==> config.mk <==
export PLATFORM = sky130hd
export DESIGN_NAME = ysyx_23060025_wbu
export DESIGN_NICKNAME = d
export VERILOG_FILES = /design/src/rtl/ysyx_23060025_wbu_pkg.sv /design/src/rtl/ysyx_23060025_load_ext.sv /design/src/rtl/ysyx_23060025_wbu.sv
export SDC_FILE = /design/constraint.sdc
export NUM_CORES = 1
export LEC_CHECK = 0
export ABC_AREA = 0
export CORE_MARGIN = 2
export CORE_UTILIZATION = 30
export CTS_CLUSTER_DIAMETER = 60
export DETAILED_ROUTE_END_ITERATION = 7
export REMOVE_ABC_BUFFERS = 1
export SYNTH_ARGS = -nofsm -noshare
export SYNTH_HDL_FRONTEND = slang
export SYNTH_SLANG_ARGS = --single-unit
==> constraint.sdc <==
create_clock -name clock -period 4.49 [get_ports clock]
set_clock_uncertainty 0.15 [all_clocks]
set_input_delay 0.898 -clock clock [delete_from_list [all_inputs] [get_ports clock]]
set_output_delay 0.898 -clock clock [all_outputs]
set_load 0.05 [all_outputs]
==> src/rtl/ysyx_23060025_wbu_pkg.sv <==
// Shared encodings for the writeback stage: result sources, load types, FSM states.
package ysyx_23060025_wbu_pkg;

  localparam int unsigned DATA_W = 32;
  localparam int unsigned REG_N  = 16;
  localparam int unsigned RD_W   = 5;
  localparam int unsigned SEL_W  = 2;
  localparam int unsigned F3_W   = 3;

  // Result source select
  localparam logic [SEL_W-1:0] SEL_ALU  = 2'd0;
  localparam logic [SEL_W-1:0] SEL_LOAD = 2'd1;
  localparam logic [SEL_W-1:0] SEL_PC4  = 2'd2;
  localparam logic [SEL_W-1:0] SEL_CSR  = 2'd3;

  // Load funct3 types
  localparam logic [F3_W-1:0] F3_LB  = 3'b000;
  localparam logic [F3_W-1:0] F3_LH  = 3'b001;
  localparam logic [F3_W-1:0] F3_LW  = 3'b010;
  localparam logic [F3_W-1:0] F3_LBU = 3'b100;
  localparam logic [F3_W-1:0] F3_LHU = 3'b101;

  typedef enum logic {
    ST_IDLE      = 1'b0,
    ST_WAIT_LOAD = 1'b1
  } wbu_state_e;

endpackage

==> src/rtl/ysyx_23060025_load_ext.sv <==
// Load data lane select and sign/zero extension (purely combinational).
module ysyx_23060025_load_ext
  import ysyx_23060025_wbu_pkg::*;
(
  input  logic [F3_W-1:0]   funct3,
  input  logic [1:0]        addr_lo,
  input  logic [DATA_W-1:0] rdata,
  output logic [DATA_W-1:0] result_c
);

  logic [7:0]  byte_lane;
  logic [15:0] half_lane;

  // Pick the addressed byte/half, then extend according to load type
  always_comb begin
    byte_lane = 8'h00;
    half_lane = 16'h0000;
    result_c  = rdata;
    case (addr_lo)
      2'd0:    byte_lane = rdata[7:0];
      2'd1:    byte_lane = rdata[15:8];
      2'd2:    byte_lane = rdata[23:16];
      default: byte_lane = rdata[31:24];
    endcase
    // Halfword alignment is guaranteed upstream, so only addr_lo[1] matters
    half_lane = addr_lo[1] ? rdata[31:16] : rdata[15:0];
    case (funct3)
      F3_LB:   result_c = {{24{byte_lane[7]}}, byte_lane};
      F3_LH:   result_c = {{16{half_lane[15]}}, half_lane};
      F3_LBU:  result_c = {24'h000000, byte_lane};
      F3_LHU:  result_c = {16'h0000, half_lane};
      F3_LW:   result_c = rdata;
      default: result_c = rdata;
    endcase
  end

endmodule

==> src/rtl/ysyx_23060025_wbu.sv <==
// Writeback stage: accepts retiring instructions, waits for load data, drives the
// register-file write port and a commit pulse. Optional macro WBU_BYPASS_EN exposes
// the in-flight register write (fwd_*) for decode bypassing.
module ysyx_23060025_wbu
  import ysyx_23060025_wbu_pkg::*;
#(
  parameter int unsigned DATA_WIDTH = DATA_W,
  parameter int unsigned REG_NUM    = REG_N
) (
  input  logic                  clock,
  input  logic                  reset,
  input  logic                  in_valid,
  output logic                  in_ready,
  input  logic                  in_wen,
  input  logic [RD_W-1:0]       in_rd,
  input  logic [SEL_W-1:0]      in_sel,
  input  logic [DATA_WIDTH-1:0] in_res,
  input  logic [DATA_WIDTH-1:0] in_pc,
  input  logic [F3_W-1:0]       in_funct3,
  input  logic [1:0]            in_addr_lo,
  input  logic                  mem_rvalid,
  input  logic [DATA_WIDTH-1:0] mem_rdata,
  output logic [DATA_WIDTH-1:0] wdata,
  output logic [RD_W-1:0]       rd,
  output logic                  regWrite,
  output logic                  commit_valid,
  output logic [DATA_WIDTH-1:0] commit_pc,
`ifdef WBU_BYPASS_EN
  output logic                  fwd_valid,
  output logic [RD_W-1:0]       fwd_rd,
  output logic [DATA_WIDTH-1:0] fwd_data,
`endif
  output logic                  ill_rd
);

  wbu_state_e            state_q, state_d;
  logic                  ld_wen_q, ld_wen_d;
  logic [RD_W-1:0]       ld_rd_q, ld_rd_d;
  logic [F3_W-1:0]       ld_f3_q, ld_f3_d;
  logic [1:0]            ld_lo_q, ld_lo_d;
  logic [DATA_WIDTH-1:0] ld_pc_q, ld_pc_d;

  logic [DATA_WIDTH-1:0] wdata_q, wdata_d;
  logic [RD_W-1:0]       rd_q, rd_d;
  logic                  reg_write_q, reg_write_d;
  logic                  commit_valid_q, commit_valid_d;
  logic [DATA_WIDTH-1:0] commit_pc_q, commit_pc_d;
  logic                  ill_rd_q, ill_rd_d;

  logic [DATA_WIDTH-1:0] ld_data_c;

  logic                  ret_en, ret_wen, rd_ok;
  logic [RD_W-1:0]       ret_rd;
  logic [DATA_WIDTH-1:0] ret_val, ret_pc;

  ysyx_23060025_load_ext u_load_ext (
    .funct3  (ld_f3_q),
    .addr_lo (ld_lo_q),
    .rdata   (mem_rdata),
    .result_c(ld_data_c)
  );

  // Next-state, load-context capture and registered writeback/commit outputs
  always_comb begin
    state_d        = state_q;
    ld_wen_d       = ld_wen_q;
    ld_rd_d        = ld_rd_q;
    ld_f3_d        = ld_f3_q;
    ld_lo_d        = ld_lo_q;
    ld_pc_d        = ld_pc_q;
    ret_en         = 1'b0;
    ret_wen        = 1'b0;
    ret_rd         = '0;
    ret_val        = '0;
    ret_pc         = '0;
    rd_ok          = 1'b0;
    wdata_d        = wdata_q;
    rd_d           = rd_q;
    reg_write_d    = 1'b0;
    commit_valid_d = 1'b0;
    commit_pc_d    = commit_pc_q;
    ill_rd_d       = 1'b0;

    case (state_q)
      ST_IDLE: begin
        if (in_valid) begin
          if (in_sel == SEL_LOAD) begin
            ld_wen_d = in_wen;
            ld_rd_d  = in_rd;
            ld_f3_d  = in_funct3;
            ld_lo_d  = in_addr_lo;
            ld_pc_d  = in_pc;
            state_d  = ST_WAIT_LOAD;
          end else begin
            ret_en  = 1'b1;
            ret_wen = in_wen;
            ret_rd  = in_rd;
            ret_pc  = in_pc;
            ret_val = (in_sel == SEL_PC4) ? (in_pc + DATA_WIDTH'(4)) : in_res;
          end
        end
      end
      ST_WAIT_LOAD: begin
        if (mem_rvalid) begin
          ret_en  = 1'b1;
          ret_wen = ld_wen_q;
          ret_rd  = ld_rd_q;
          ret_pc  = ld_pc_q;
          ret_val = ld_data_c;
          state_d = ST_IDLE;
        end
      end
      default: state_d = ST_IDLE;
    endcase

    rd_ok = 32'(ret_rd) < REG_NUM;
    if (ret_en) begin
      commit_valid_d = 1'b1;
      commit_pc_d    = ret_pc;
      ill_rd_d       = ret_wen && !rd_ok;
      if (ret_wen && rd_ok && (ret_rd != '0)) begin
        reg_write_d = 1'b1;
        wdata_d     = ret_val;
        rd_d        = ret_rd;
      end
    end
  end

  // State and output registers with synchronous active-low reset
  always_ff @(posedge clock) begin
    if (!reset) begin
      state_q        <= ST_IDLE;
      ld_wen_q       <= 1'b0;
      ld_rd_q        <= '0;
      ld_f3_q        <= '0;
      ld_lo_q        <= '0;
      ld_pc_q        <= '0;
      wdata_q        <= '0;
      rd_q           <= '0;
      reg_write_q    <= 1'b0;
      commit_valid_q <= 1'b0;
      commit_pc_q    <= '0;
      ill_rd_q       <= 1'b0;
    end else begin
      state_q        <= state_d;
      ld_wen_q       <= ld_wen_d;
      ld_rd_q        <= ld_rd_d;
      ld_f3_q        <= ld_f3_d;
      ld_lo_q        <= ld_lo_d;
      ld_pc_q        <= ld_pc_d;
      wdata_q        <= wdata_d;
      rd_q           <= rd_d;
      reg_write_q    <= reg_write_d;
      commit_valid_q <= commit_valid_d;
      commit_pc_q    <= commit_pc_d;
      ill_rd_q       <= ill_rd_d;
    end
  end

  assign in_ready     = (state_q == ST_IDLE);
  assign wdata        = wdata_q;
  assign rd           = rd_q;
  assign regWrite     = reg_write_q;
  assign commit_valid = commit_valid_q;
  assign commit_pc    = commit_pc_q;
  assign ill_rd       = ill_rd_q;

`ifdef WBU_BYPASS_EN
  // The write landing in the register file this cycle, visible to decode
  assign fwd_valid = reg_write_q;
  assign fwd_rd    = rd_q;
  assign fwd_data  = wdata_q;
`endif

endmodule

-- After elaboration in Yosys (flattened, before gate mapping)
Cells that the tools add are included.
- $add $sub $neg: 1
- magnitude comparators: 1
- equality and inequality tests: 7
- muxes and demuxes: 30
- bitwise operators: 1
- reduce and logical (&&, ||, !) cells: 10
- operator list (kind ; count):
    $mux W32 ; 7
    $pmux W32 S2 ; 2
    $pmux W32 S4 ; 1
    $add A32 B3 Y32 const B ; 1
    $pmux W8 S3 ; 1
    $mux W16 ; 1
    $mux W5 ; 3
    $mux W1 ; 11
    $pmux W5 S2 ; 1
    $eq A3 B3 Y1 const B ; 2
    $pmux W1 S2 ; 3
    $lt A5 B5 Y1 const B ; 1
    $reduce_bool A5 Y1 ; 1
    $eq A2 B1 Y1 const B ; 2
    $eq A2 B2 Y1 const B ; 2
    $reduce_and A2 Y1 ; 2
    $eq A3 B1 Y1 const B ; 1
    $logic_and A1 B1 Y1 ; 3
    $logic_not A3 Y1 ; 1
    $reduce_and A3 Y1 ; 1
    $logic_not A2 Y1 ; 1
    $logic_not A1 Y1 ; 1
    $not A1 Y1 ; 1
- bits in registers: 116
- bits of input ports: 113

-- Logic depth before layout (Yosys ltp)
- word-level depth: 8
- mapped depth: 8
- gate-level depth less buffers: 7

-- Hierarchy
A second synthesis with hierarchy kept.
- cell total of the unflattened synthesis: 782
- area total of the unflattened synthesis: 6139.6 sq um
- by module, submodules not included (module ; instances ; cells each ; area an instance (sq um) ; sequential area each (sq um)):
    ysyx_23060025_wbu ; 1 ; 651 ; 5416.4 ; 2322.2
    ysyx_23060025_load_ext ; 1 ; 131 ; 723.2 ; 0.0

-- Least setup slack after synthesis
No wires, ideal clock.
- kind: input to register
- start point: input port in_pc[4]
- end point: register wdata_q[29], in the netlist wdata[29]
- library setup time: 0.122 ns
- arrival: 2.244 ns
- data required time: 4.218 ns
- slack: 1.974 ns
- stages: 7
- path through: buf_4 nand3_2 nor4_4 and2b_1 mux2_1 a21oi_1 a21oi_1
- cells in the longest elaborated chain, start to end: 5
- RTL lines (item ; RTL line ; RTL):
    start, declared ; ysyx_23060025_wbu.sv:18 ; input logic [DATA_WIDTH-1:0] in_pc,
    $add A32 B3 Y32 ; ysyx_23060025_wbu.sv:99 ; ret_val = (in_sel == SEL_PC4) ? (in_pc + DATA_WIDTH'(4)) : in_res;
    $mux W32 ; ysyx_23060025_wbu.sv:99 ;
    $mux W32 ; ysyx_23060025_wbu.sv:87 ; if (in_sel == SEL_LOAD) begin
    $mux W32 ; ysyx_23060025_wbu.sv:86 ; if (in_valid) begin
    $pmux W32 S2 ; ysyx_23060025_wbu.sv:84 ; case (state_q)
    end signal, assigned ; ysyx_23060025_wbu.sv:151 ; wdata_q <= wdata_d;
    end, declared ; ysyx_23060025_wbu.sv:43 ; logic [DATA_WIDTH-1:0] wdata_q, wdata_d;
No other way between the ends.
A chain may end at the register's enable or synchronous reset.

-- Worst setup path in the final report
- start point: input port in_pc[2]
- end point: register wdata_q[30], in the netlist wdata[30]
Same word-level chain as after synthesis.

==> results.sh <==
export IMPL_synthAdderAreaFrac=0.002037
export IMPL_path_buf_inv=1
export IMPL_synth_top_family_by_area="compound AO/OA/AOI/OAI gates"
export IMPL_die_h_um=147.1
export IMPL_p_leak_nw=2.919
export IMPL_synthMuxAreaShare=0.02057
export IMPL_design_area_um2=8658
export IMPL_dp_cells=1202
export IMPL_cp_depth=8
export IMPL_instances_no_fill=1234
export IMPL_cts_buffers=17
export IMPL_netlist_area_um2=6142
export IMPL_rsz0062_at_grt="no"
export IMPL_drv_max_cap_violation_count=0
export IMPL_ys_types=67
export IMPL_vias_per_cell=5.251
export IMPL_start_kind="primary input"
export IMPL_cp_cell_sequence="clkdlybuf4s50_1 -> ha_1 -> and4_1 -> nand4_1 -> or4_1 -> o21ai_1 -> a21oi_1 -> a21oi_1"
export IMPL_setup_viol=0
export IMPL_drc=0
export IMPL_cp_startpoint="in_pc[2]"
export IMPL_areaGrowthSynthToFinish_pct=40.97
export IMPL_worst_slew_pin_slew_ns=0.8042
export IMPL_rows=52
export IMPL_cts_tree="built"
export IMPL_h_tree_depth=4
export IMPL_crit_required_ns=4.69
export IMPL_cts_root_buf="clkbuf_16"
export IMPL_cp_common_cell="a21oi_1"
export IMPL_status="finished clean"
export IMPL_hold_slack_ns=0.3024
export IMPL_fmax_mhz=312.3
export IMPL_synth_xor_area_frac=0.02709
export IMPL_path_max_fanout=11
export IMPL_crit_family="simple AND/OR/NAND/NOR gates"
export IMPL_grt_max_degree=54
export IMPL_wl_um=23250
export IMPL_synth_edff_count=0
export IMPL_grt_usage=0.2106
export IMPL_r2r_end="wdata[31]$_SDFFE_PN0P_"
export IMPL_drive_above_1_share=0.07477
export IMPL_start_util=0.3045
export IMPL_syn_area_per_cell_um2=7.678
export IMPL_clkTransAtPathRegs_ns=0.06
export IMPL_post_dp_hpwl_um=16780
export IMPL_peakVddDrop_v=0.0002329
export IMPL_die_w_um=147.1
export IMPL_first_global_vias=6086
export IMPL_cts_sinks=116
export IMPL_cts_buffer_depth=2
export IMPL_slew_headroom=0.4622
export IMPL_dpl_instance_area_um2=8107
export IMPL_max_stage_delay_ns=0.62
export IMPL_drtAntennaViolNets=0
export IMPL_coreArea_um2=20170
export IMPL_gp_congestion=0.8190
export IMPL_slew_viol_final=0
export IMPL_clock_latency_ns=0.42
export IMPL_nNetsFinal=1065
export IMPL_yosysWarnings=0
export IMPL_ctsResizeCount=0
export IMPL_wl_per_cell_um=18.84
export IMPL_total_power_mw=2.902
export IMPL_synth_main_ff_cell="dfxtp_1"
export IMPL_antenna_found_initial=1
export IMPL_critPathCapture="wdata[30]$_SDFFE_PN0P_"
export IMPL_drt_iter0_markers=482
export IMPL_yosysSeqAreaShare=0.3781
export IMPL_synth_seq_cells=116
export IMPL_rrSetupSlack_ns=1.84
export IMPL_grt_pass1_wl_um=35460
export IMPL_gr_total_overflow=0
export IMPL_powerDensity_nw_per_um2=335.2
export IMPL_die_area_um2=21630
export IMPL_n_fill_cell=2104
export IMPL_end_kind="flip-flop"
export IMPL_reg2reg_depth=4
export IMPL_port_buffers=185
export IMPL_postCtsHoldBufs=0
export IMPL_period_share=0.7131
export IMPL_io_pins=186
export IMPL_postCtsSetupRepairBufs=0
export IMPL_crit_reg2reg_launch="ld_f3_q[1]$_SDFFE_PN0P_"
export IMPL_critPathKind="primary input to flip-flop"
export IMPL_cpMaxStageDelayCell="clkdlybuf4s50_1"
export IMPL_hold_viol=0
export IMPL_fin_crit_ns=3.202
export IMPL_drtPass1Iterations=5
export IMPL_synth_compound_area_share=0.2876
export IMPL_syn_inst=800
export IMPL_arrival_ns=3.40
export IMPL_synth_simple_gate_area_frac=0.2210
export IMPL_hold_class="flip-flop to flip-flop"
export IMPL_async_flop_share=0
export IMPL_vias=6480
export IMPL_final_setup_tns_ns=0
[logic make-up (layout without fill, tap and decap cells)]
group | after synthesis | count (layout)
and+or+nand+nor | 293 | 293
AOI/OAI and AO/OA | 283 | 283
DFF | 116 | 116
buffers and inverters | 76 | 239
xor gates and xnor gates | 19 | 19
muxes | 12 | 12
adders and majority gates | 1 | 1
other | 0 | 1
[layer usage]
| layer | wire (um) | up-vias | track usage |
|---|---|---|---|
| met1 | 10600 | 3070 | 0.2865 |
| met4 | 320 | 0 | 0.06010 |
| met5 | 0 | - | 0 |
| met2 | 10640 | 222 | 0.3332 |
| li1 | - | 3168 | - |
| met3 | 1693 | 20 | 0.05093 |
[cell usage after synthesis (all sizes together) (2+ instances only)]
library cell,count,share of area
a211oi,2,0.0024
a21oi,114,0.093
a221oi,6,0.011
a22oi,38,0.049
a31oi,23,0.024
a32oi,2,0.0029
and2,2,0.0020
and3,4,0.0041
and4,6,0.0090
buf,30,0.034
clkbuf,38,0.023
dfxtp,116,0.38
inv,7,0.0043
mux2,5,0.0092
mux2i,7,0.011
nand2,181,0.11
nand2b,5,0.0051
nand3,17,0.020
nand4,7,0.0071
nor2,35,0.022
nor2b,6,0.0061
nor3,15,0.015
nor4,4,0.0065
o211ai,10,0.013
o21ai,63,0.051
o221ai,12,0.017
o22a,2,0.0029
o311ai,2,0.0029
or3,4,0.0041
xnor2,11,0.016
xor2,8,0.011
[stage by stage]
stage	setup slack [ns]	utilization
final	1.288	0.4293
after global routing	1.073	0.4293
after CTS	1.327	0.4292
after detailed placement	0.8922	0.4019
after global placement	0.9493	0.4019
after floorplan	1.069	-
[worst min path at each step]
stage / startpoint / endpoint / slack, ns / cells past startpoint
after floorplan: ld_wen_q$_SDFFE_PN0P_ / ld_wen_q$_SDFFE_PN0P_ / 0.29 / 2
after global placement: ld_pc_q[17]$_SDFFE_PN0P_ / ld_pc_q[17]$_SDFFE_PN0P_ / 0.29 / 2
after detailed placement: ld_rd_q[4]$_SDFFE_PN0P_ / ld_rd_q[4]$_SDFFE_PN0P_ / 0.30 / 2
after CTS: ld_rd_q[4]$_SDFFE_PN0P_ / ld_rd_q[4]$_SDFFE_PN0P_ / 0.30 / 2
after global routing: commit_pc[27]$_SDFFE_PN0P_ / commit_pc[27]$_SDFFE_PN0P_ / 0.32 / 2
final: ld_pc_q[13]$_SDFFE_PN0P_ / ld_pc_q[13]$_SDFFE_PN0P_ / 0.30 / 2
[layout make-up]
cell class / count / area (um^2) / share of cell area
Multi-Input combinational cell: 608 / 3448 / 0.3983
Tap cell: 270 / 337.8 / 0.03902
Clock buffer: 20 / 436.7 / 0.05043
Antenna cell: 1 / 2.502 / 0.0002890
Inverter: 7 / 26.28 / 0.003035
Timing Repair Buffer: 201 / 1972 / 0.2277
Sequential cell: 116 / 2322 / 0.2682
Clock inverter: 11 / 112.6 / 0.01301
[registers in the layout, summed over array words and instances (netlist names)]
| register | count |
|---|---|
| commit_pc | 32 |
| ld_pc_q | 32 |
| wdata | 32 |
| ld_rd_q | 5 |
| rd | 5 |
| ld_f3_q | 3 |
| ld_lo_q | 2 |
| commit_valid | 1 |
| ill_rd | 1 |
| ld_wen_q | 1 |
| regWrite | 1 |
| state_q | 1 |
[worst min-delay path, cell delays in order, from the launching register on]
cell	delay (ns)
dfxtp_1	0.30
nand2_1	0.05
a21oi_1	0.05
[layout by cell type, fill, tap and decap left out, types with 5 or more instances in the layout]
cell type          n
nor3_1            13
o21ai_0           56
xnor2_1           11
o211ai_1           9
and4_1             5
nand2b_1           5
nor2_1            31
a22oi_1           37
dfxtp_1          116
mux2i_1            7
nand4_1            7
clkbuf_16         17
a31oi_1           22
o221ai_1          12
nand2_1          181
clkdlybuf4s50_1  185
o21ai_1            7
clkinv_2           6
nand3_1           13
buf_4             16
a21oi_1          114
xor2_1             8
nor2b_1            5
a221oi_1           5
inv_1              6
[power by group]
group / internal [mW] / switching, mW
logic: 0.204 / 0.309
registers: 1.07 / 0.0229
clock network: 0.805 / 0.491
Power figures use the tool's default switching activity.
